$ cat src/rtl/pll_rst_pkg.sv
// Shared types and default timing constants for the PLL reset sequencer.
// The state enum and the counter-width helper live here so the top and bench agree.
package pll_rst_pkg;

  typedef enum logic [2:0] {
    WAIT_LOCK,
    PLL_RST,
    STABLE,
    REL_PERIPH,
    RUN
  } state_e;

  localparam int unsigned LOCK_STABLE_CYCLES_DEF = 1024;
  localparam int unsigned RELEASE_GAP_DEF        = 16;
  localparam int unsigned LOCK_TIMEOUT_DEF       = 65536;
  localparam int unsigned PLL_RST_CYCLES_DEF     = 8;

  function automatic int unsigned max4(input int unsigned a, input int unsigned b,
                                       input int unsigned c, input int unsigned d);
    int unsigned m;
    m = a;
    if (b > m) m = b;
    if (c > m) m = c;
    if (d > m) m = d;
    return m;
  endfunction

endpackage

$ cat src/rtl/sync_2ff.sv
// Two-flop synchronizer for a single asynchronous level into the clk domain.
// Both stages clear on the synchronous active-high reset.
module sync_2ff (
  input  logic clk,
  input  logic rst,
  input  logic d,
  output logic q
);

  logic stage_p0_q;
  logic stage_p1_q;

  always_ff @(posedge clk) begin
    if (rst) begin
      stage_p0_q <= 1'b0;
      stage_p1_q <= 1'b0;
    end else begin
      stage_p0_q <= d;
      stage_p1_q <= stage_p0_q;
    end
  end

  assign q = stage_p1_q;

endmodule

$ cat src/rtl/pll_rst_seq.sv
// PLL reset sequencer: waits for a stable lock, then releases peripheral and core
// resets in order; re-pulses the PLL reset when lock never arrives.
module pll_rst_seq
  import pll_rst_pkg::*;
#(
  parameter int unsigned LOCK_STABLE_CYCLES = LOCK_STABLE_CYCLES_DEF,
  parameter int unsigned RELEASE_GAP        = RELEASE_GAP_DEF,
  parameter int unsigned LOCK_TIMEOUT       = LOCK_TIMEOUT_DEF,
  parameter int unsigned PLL_RST_CYCLES     = PLL_RST_CYCLES_DEF
) (
  input  logic       clk,
  input  logic       rst,
  input  logic       lock,
  output logic       pll_rst,
  output logic       periph_rst,
  output logic       core_rst,
  output logic       ready,
  output logic [7:0] lock_lost_cnt
);

  localparam int unsigned CNT_MAX = max4(LOCK_STABLE_CYCLES, RELEASE_GAP,
                                         LOCK_TIMEOUT, PLL_RST_CYCLES);
  localparam int unsigned CNT_W   = $clog2(CNT_MAX) + 1;

  localparam logic [CNT_W-1:0] LS_LAST = CNT_W'(LOCK_STABLE_CYCLES - 1);
  localparam logic [CNT_W-1:0] RG_LAST = CNT_W'(RELEASE_GAP - 1);
  localparam logic [CNT_W-1:0] TO_LAST = CNT_W'(LOCK_TIMEOUT - 1);
  localparam logic [CNT_W-1:0] PR_LAST = CNT_W'(PLL_RST_CYCLES - 1);

  logic             lock_s;
  state_e           state_q, state_d;
  logic [CNT_W-1:0] cnt_q, cnt_d;
  logic [7:0]       lost_q, lost_d;
  logic             pll_rst_q, periph_rst_q, core_rst_q, ready_q;

  sync_2ff u_sync (
    .clk (clk),
    .rst (rst),
    .d   (lock),
    .q   (lock_s)
  );

  always_comb begin
    state_d = state_q;
    cnt_d   = cnt_q + 1'b1;
    lost_d  = lost_q;
    case (state_q)
      WAIT_LOCK: begin
        if (lock_s)                state_d = STABLE;
        else if (cnt_q == TO_LAST) state_d = PLL_RST;
      end
      PLL_RST: begin
        if (cnt_q == PR_LAST)      state_d = WAIT_LOCK;
      end
      STABLE: begin
        if (!lock_s)               state_d = WAIT_LOCK;
        else if (cnt_q == LS_LAST) state_d = REL_PERIPH;
      end
      REL_PERIPH: begin
        if (!lock_s)               state_d = WAIT_LOCK;
        else if (cnt_q == RG_LAST) state_d = RUN;
      end
      RUN: begin
        // RUN has no terminal count, so the counter parks instead of wrapping.
        cnt_d = cnt_q;
        if (!lock_s)               state_d = WAIT_LOCK;
      end
      default: state_d = WAIT_LOCK;
    endcase

    if (state_d != state_q) cnt_d = '0;

    if ((state_q == REL_PERIPH || state_q == RUN) && state_d == WAIT_LOCK &&
        lost_q != 8'hFF)
      lost_d = lost_q + 8'd1;
  end

  // Outputs decode the next state so they change on the same edge as the state.
  always_ff @(posedge clk) begin
    if (rst) begin
      state_q      <= WAIT_LOCK;
      cnt_q        <= '0;
      lost_q       <= 8'd0;
      pll_rst_q    <= 1'b0;
      periph_rst_q <= 1'b1;
      core_rst_q   <= 1'b1;
      ready_q      <= 1'b0;
    end else begin
      state_q      <= state_d;
      cnt_q        <= cnt_d;
      lost_q       <= lost_d;
      pll_rst_q    <= (state_d == PLL_RST);
      periph_rst_q <= !(state_d == REL_PERIPH || state_d == RUN);
      core_rst_q   <= (state_d != RUN);
      ready_q      <= (state_d == RUN);
    end
  end

  assign pll_rst       = pll_rst_q;
  assign periph_rst    = periph_rst_q;
  assign core_rst      = core_rst_q;
  assign ready         = ready_q;
  assign lock_lost_cnt = lost_q;

endmodule
$ cat config.mk
export PLATFORM = sky130hd
export DESIGN_NAME = pll_rst_seq
export DESIGN_NICKNAME = d
export VERILOG_FILES = /design/src/rtl/pll_rst_pkg.sv /design/src/rtl/sync_2ff.sv /design/src/rtl/pll_rst_seq.sv
export SDC_FILE = /design/constraint.sdc
export NUM_CORES = 1
export LEC_CHECK = 0
export BUFFER_PORTS_ARGS = -buffer_cell sky130_fd_sc_hd__buf_2
export CORE_MARGIN = 2
export CORE_UTILIZATION = 55
export CTS_BUF_LIST = sky130_fd_sc_hd__clkbuf_2 sky130_fd_sc_hd__clkbuf_4 sky130_fd_sc_hd__clkbuf_8
export DETAILED_ROUTE_END_ITERATION = 8
export PLACE_DENSITY_LB_ADDON = 0.25
export SYNTH_ARGS = -nofsm -noshare
export SYNTH_HDL_FRONTEND = slang
export SYNTH_HIERARCHICAL = 1
export SYNTH_SLANG_ARGS = --single-unit
export TNS_END_PERCENT = 50
$ cat constraint.sdc
create_clock -name clk -period 2.2 [get_ports clk]
set_clock_uncertainty 0.15 [all_clocks]
set_input_delay 0 -clock clk [delete_from_list [all_inputs] [get_ports clk]]
set_output_delay 0 -clock clk [all_outputs]
set_load 0.02 [all_outputs]
* After elaboration in Yosys (flattened, before gate mapping) *
Cells that the tools add are included.

operators by class
  eq/ne operators = 14
  add/subtract/negate cells = 2
  reduce and logical (&&, ||, !) cells = 8
  mux-type cells = 9

operators with widths
  kind                                                                     count
  3-bit 2-to-1 mux                                                         8
  17-bit by 1-bit adder with 17-bit output, second input constant          1
  17-bit by 10-bit equality test with 1-bit output, second input constant  1
  17-bit by 16-bit equality test with 1-bit output, second input constant  1
  17-bit by 3-bit equality test with 1-bit output, second input constant   1
  17-bit by 4-bit equality test with 1-bit output, second input constant   1
  3-bit case mux with 5 select lines                                       1
  3-bit by 2-bit equality test with 1-bit output, second input constant    3
  8-bit by 1-bit adder with 8-bit output, second input constant            1
  8-bit inequality test, second input constant                             1
  3-bit by 1-bit equality test with 1-bit output, second input constant    2
  3-bit equality test, second input constant                               2
  3-bit zero test                                                          2
  3-bit inequality test                                                    1
  3-bit inequality test, second input constant                             1
  1-bit logical AND                                                        2
  1-bit logical OR                                                         2
  2-bit OR reduction                                                       1
  1-bit zero test                                                          1

storage, ports and cells
  output and inout port bits = 12
  logic and storage cells = 42
  bits of input ports = 3
  flip-flop bits (word level) = 34

* Logic depth before layout (Yosys ltp) *
  depth after elaboration = 7
  mapped depth = 10
  depth with buffers taken out = 8

* Cells and area by module *
The synthesis kept the hierarchy.

by module, submodules not included
  module       area each (um^2)  cells an instance  sequential area each (um^2)  times used
  pll_rst_seq  1609.0            183                640.6                        1
  sync_2ff     52.6              4                  40.0                         1

* Least setup slack after synthesis *
No wires, ideal clock.

  path type = reg2reg
  start point = register cnt_q[10]
  end point = register cnt_q[10]
  library setup time = 121 ps
  buffers on the path = 1
  path slack = -170 ps
  clock period less this slack = 2370 ps
  stages on the path, launching flop included = 7
  arrival = 2099 ps
  data required time = 1929 ps
  cells stage by stage = dfxtp_1 or4_1 or3_1 or4_4 a21boi_4 buf_6 nor3_1

between the ends
  longest elaborated chain between the ends = 6
  elaborated cells on any way between the ends = 15
  those cells by class = add/sub: 1; eq/ne: 5; mux: 8; reduce/logical: 1

ends and longest elaborated chain
  element                                                                  line                                                     text
  start, declared                                                          pll_rst_seq.sv:32                                        logic [CNT_W-1:0] cnt_q, cnt_d;
  start signal, assigned                                                   pll_rst_seq.sv:90                                        cnt_q <= cnt_d;
  17-bit by 4-bit equality test with 1-bit output (tied with other cells)  pll_rst_seq.sv:61                                        else if (cnt_q == RG_LAST) state_d = RUN;
  3-bit 2-to-1 mux, on equally long branches                               pll_rst_seq.sv:61, pll_rst_seq.sv:50, pll_rst_seq.sv:57
  3-bit 2-to-1 mux, on equally long branches                               pll_rst_seq.sv:60, pll_rst_seq.sv:49, pll_rst_seq.sv:56
  3-bit case mux with 5 select lines                                       pll_rst_seq.sv:47                                        case (state_q)
  3-bit inequality test                                                    pll_rst_seq.sv:71                                        if (state_d != state_q) cnt_d = '0;
  2-bit OR reduction (no source line)                                      -

Parallel ways exist; a longest one is shown, timed or not.
A chain may end at the register's enable or synchronous reset.

* Final worst setup path *
  start point = register cnt_q[10]
  end point = register cnt_q[8]

between the ends
  longest elaborated chain between the ends = 6
  elaborated cells on any way between the ends = 14
  those cells by class = eq/ne: 5; mux: 8; reduce/logical: 1

ends and longest elaborated chain
  element                                                                  line
  17-bit by 4-bit equality test with 1-bit output (tied with other cells)  pll_rst_seq.sv:61
  3-bit 2-to-1 mux, on equally long branches                               pll_rst_seq.sv:61, pll_rst_seq.sv:50, pll_rst_seq.sv:57
  3-bit 2-to-1 mux, on equally long branches                               pll_rst_seq.sv:60, pll_rst_seq.sv:49, pll_rst_seq.sv:56
  3-bit case mux with 5 select lines *                                     pll_rst_seq.sv:47
  3-bit inequality test *                                                  pll_rst_seq.sv:71
  2-bit OR reduction (no source line) *                                    -

Mark *: on every way between the ends. The rest lies on a longest branch, timed or not.

==> flow_summary.yaml <==
outcome:
  outcome: "complete, but fails checks"
  violations: "design-rule violations, negative setup slack"
synth:
  ys_types: 42
  synth.most_common_cell: "dfxtp_1"
  synth_area_per_cell_um2: 8.89
  synth_flop_cell: "dfxtp_1"
  synthesis.area_um2: 1660
  syn_nets: 193
  ys_ff_latch: 34
  syn_inst: 187
  yosys_warnings: 6
  synth.largest_area_cell: "dfxtp_1"
  synth_edf_count: 0
  synth_common_cells: "34 x dfxtp_1, 24 x nor3_1, 17 x nor2_1, 14 x xnor2_1, 13 x nand2_1"
  synth.top_cell.area_share: 0.410
  ys_seq_area_frac: 0.410
  netlist_top_cells_area: "dfxtp_1 41%, xnor2_1 7.4%, nor3_1 7.2%, xor2_1 4.2%, nor2_1 3.8%"
  synthArstFlopShare: 0
grt:
  grt_usage: 0.224
  busiest_layer: "met2"
  grtUsageMet3: 0.0681
  grt_pass1_wl_um: 5820
  grt_pass1_vias: 1423
  grt.met1_usage: 0.246
  overflow: 0
  grt_max_degree: 15
  met2_usage: 0.405
  antenna_found_initial: 0
clocking:
  cts_tree: "done"
  cts_setup_buffers: 0
  clkLatencyLatePin_ps: 330
  numCtsBuffers: 5
  clock-sinks: 34
  clockBufferDepth: 2
  cts_root_buffer: "clkbuf_4"
  clk_pin_slew_ps: 100
  htree_levels: 2
power:
  power.total_mw: 1.06
  cellLeakagePower_nw: 0.824
  p_sw_frac: 0.228
  p_int_mw: 0.815
  p_switching_mw: 0.240
  p_per_area_nw_per_um2: 512
  power_frac_comb: 0.052
  vdd_ir_drop_max_uv: 348
  power_frac_seq: 0.595
  clkPwrFrac: 0.353
worst_setup_path:
  rr_worst_depth: 6
  reg2reg_from: "cnt_q[10]$_SDFFE_PP0P_"
  cp-end-kind: "flip-flop"
  crit_fanout: 10
  crit_type: "flip-flop to flip-flop"
  r2r_slack_ps: -190
  required_ps: 2280
  arrival_ps: 2460
  critPathLaunchType: "flip-flop"
  critPathMaxStageDelay_ps: 520
  r2r_end: "cnt_q[8]$_SDFFE_PP0P_"
  crit_path_frequent_cell: "or4_4"
  cp_slowest_cell: "or4_4"
  crit_path_cell_trace: "or4_4 > or3_4 > or4_4 > a21boi_4 > buf_6 > nor3_1"
cells_and_area:
  final_cell_count_no_fill: 263
  final_layout_size_suffix_gt1_frac: 0.293
  finalNetCount: 237
  fin_area_um2: 2060
  fillers: 223
  multi_input_area_um2: 917
  syn2layout_area_growth_pct: 24.1
  largest_reg_flops: 17
  antenna_cells: 0
  final-seq-area_um2: 683
  regMostFlops: "cnt_q"
flow_run:
  cap_violations: 0
sta:
  min_period_ps: 2390
  relSlewSlack: 0.739
  maxSlewViolCount: 0
  grt_setup_unrepaired: "true"
  finalSetupViolCount: 19
  fmax_mhz: 419
  tightest_slew_ps: 391
  period_share: 1.09
  worst_slack_ps: -187
  hold_ws_ps: 329
  finalHoldViolCount: 0
drt:
  routed_via_density: 5.68
  routed_wl_um: 3600
  drtIter0Drc: 101
  drc: 1
  wl_per_cell_um: 13.7
  ant_nets: 0
  drt-pass1-iter-count: 7
  vias: 1495
placement:
  place_hpwl_um: 2650
  dpl.cell_count: 252
  numPortBuffers: 14
  routabilityCongestion: 0.759
  placed_cell_area_um2: 1920
floorplan:
  die_w_um: 59.0
  ios: 15
  initial_core_util: 0.592
  fp.dieArea_um2: 3480
  dieHeight_um: 59.0
  rows: 19
  fp.coreArea_um2: 2810
worst_hold_path:
  hp-class: "flip-flop to flip-flop"
  whs_path_depth: 1
  min-delay-start: "u_sync/stage_p0_q$_SDFF_PP0_"
  hold_end: "u_sync/q$_SDFF_PP0_"
[cell families after synthesis]
logic type / share of synthesized area
fa+ha+maj: 0.0226
flops: 0.410
xor+xnor: 0.116
compound gates: 0.0798
simple gates: 0.279
mux: 0.0301
buf+inv: 0.0625
[critical path, delay by kind of cell, from the launching register on]
kind,cells,cell delay [ps]
flops,1,340
compound gates,1,200
buf+inv,1,160
simple gates,4,1440
[timing repair]
item,CTS,global route
hold buffers,3,0
endpoints found under the hold margin,13,0
endpoints found under the setup margin,20,20
resized for setup,3,10
[cell usage in the layout (no fill, tap or decap), drive strengths merged]
master	count
a2111oi	1
nand3b	1
a31oi	1
a2bb2oi	1
ha	3
mux2i	5
or4	3
nand2	13
inv	11
nor3	24
nor4	2
clkbuf	7
nor2	17
a21boi	2
xor2	8
a21oi	2
or3b	1
clkinv	1
xnor2	14
nand4	7
a211oi	2
o21ai	2
a221oi	1
and4	2
nor3b	1
o211a	1
and3	3
o2111ai	1
o31ai	1
buf	42
nand2b	3
or3	3
dlygate4sd3	3
nor2b	2
nand3	7
dfxtp	34
[worst max path at each step]
stage	depth (start not counted)	slack, ps	to	startpoint
global placement	6	-140	cnt_q[7]$_SDFFE_PP0P_	cnt_q[10]$_SDFFE_PP0P_
detailed placement	6	-190	cnt_q[5]$_SDFFE_PP0P_	cnt_q[10]$_SDFFE_PP0P_
CTS	6	-180	cnt_q[15]$_SDFFE_PP0P_	cnt_q[10]$_SDFFE_PP0P_
floorplan	6	-160	cnt_q[10]$_SDFFE_PP0P_	cnt_q[10]$_SDFFE_PP0P_
global route	6	-230	cnt_q[3]$_SDFFE_PP0P_	cnt_q[10]$_SDFFE_PP0P_
finish	6	-190	cnt_q[8]$_SDFFE_PP0P_	cnt_q[10]$_SDFFE_PP0P_
[cell type report]
class / count / area share
clock buffers: 7 / 0.0285
inverters: 11 / 0.0200
clock inverters: 1 / 0.00243
well taps: 31 / 0.0188
repair buffers: 45 / 0.154
multi-input cells: 134 / 0.445
flip-flops and latches: 34 / 0.331
[power groups by stage]
stage | combinational [mW] | sequential, mW | clock [mW]
floorplan | 0.0329 | 0.641 | 0
global placement | 0.0458 | 0.642 | 0
detailed placement | 0.0489 | 0.642 | 0
CTS | 0.0532 | 0.628 | 0.383
global route | 0.0583 | 0.630 | 0.403
finish | 0.0544 | 0.628 | 0.373
[through the flow]
stage                     TNS, ps  utilization  setup WS [ps]
final                       -3000        0.735           -187
after detailed placement    -2950        0.684           -195
after floorplan             -1990            -           -165
after CTS                   -2930        0.721           -176
after global placement      -2250        0.684           -142
after global routing        -4000        0.735           -232
[metal layers]
layer | up-vias | wire length (um)
li1 | 740 | -
met1 | 706 | 1470
met2 | 45 | 1890
met3 | 4 | 193
met4 | 0 | 42
met5 | - | 0
Note: power is estimated with default switching activity, not from simulation.
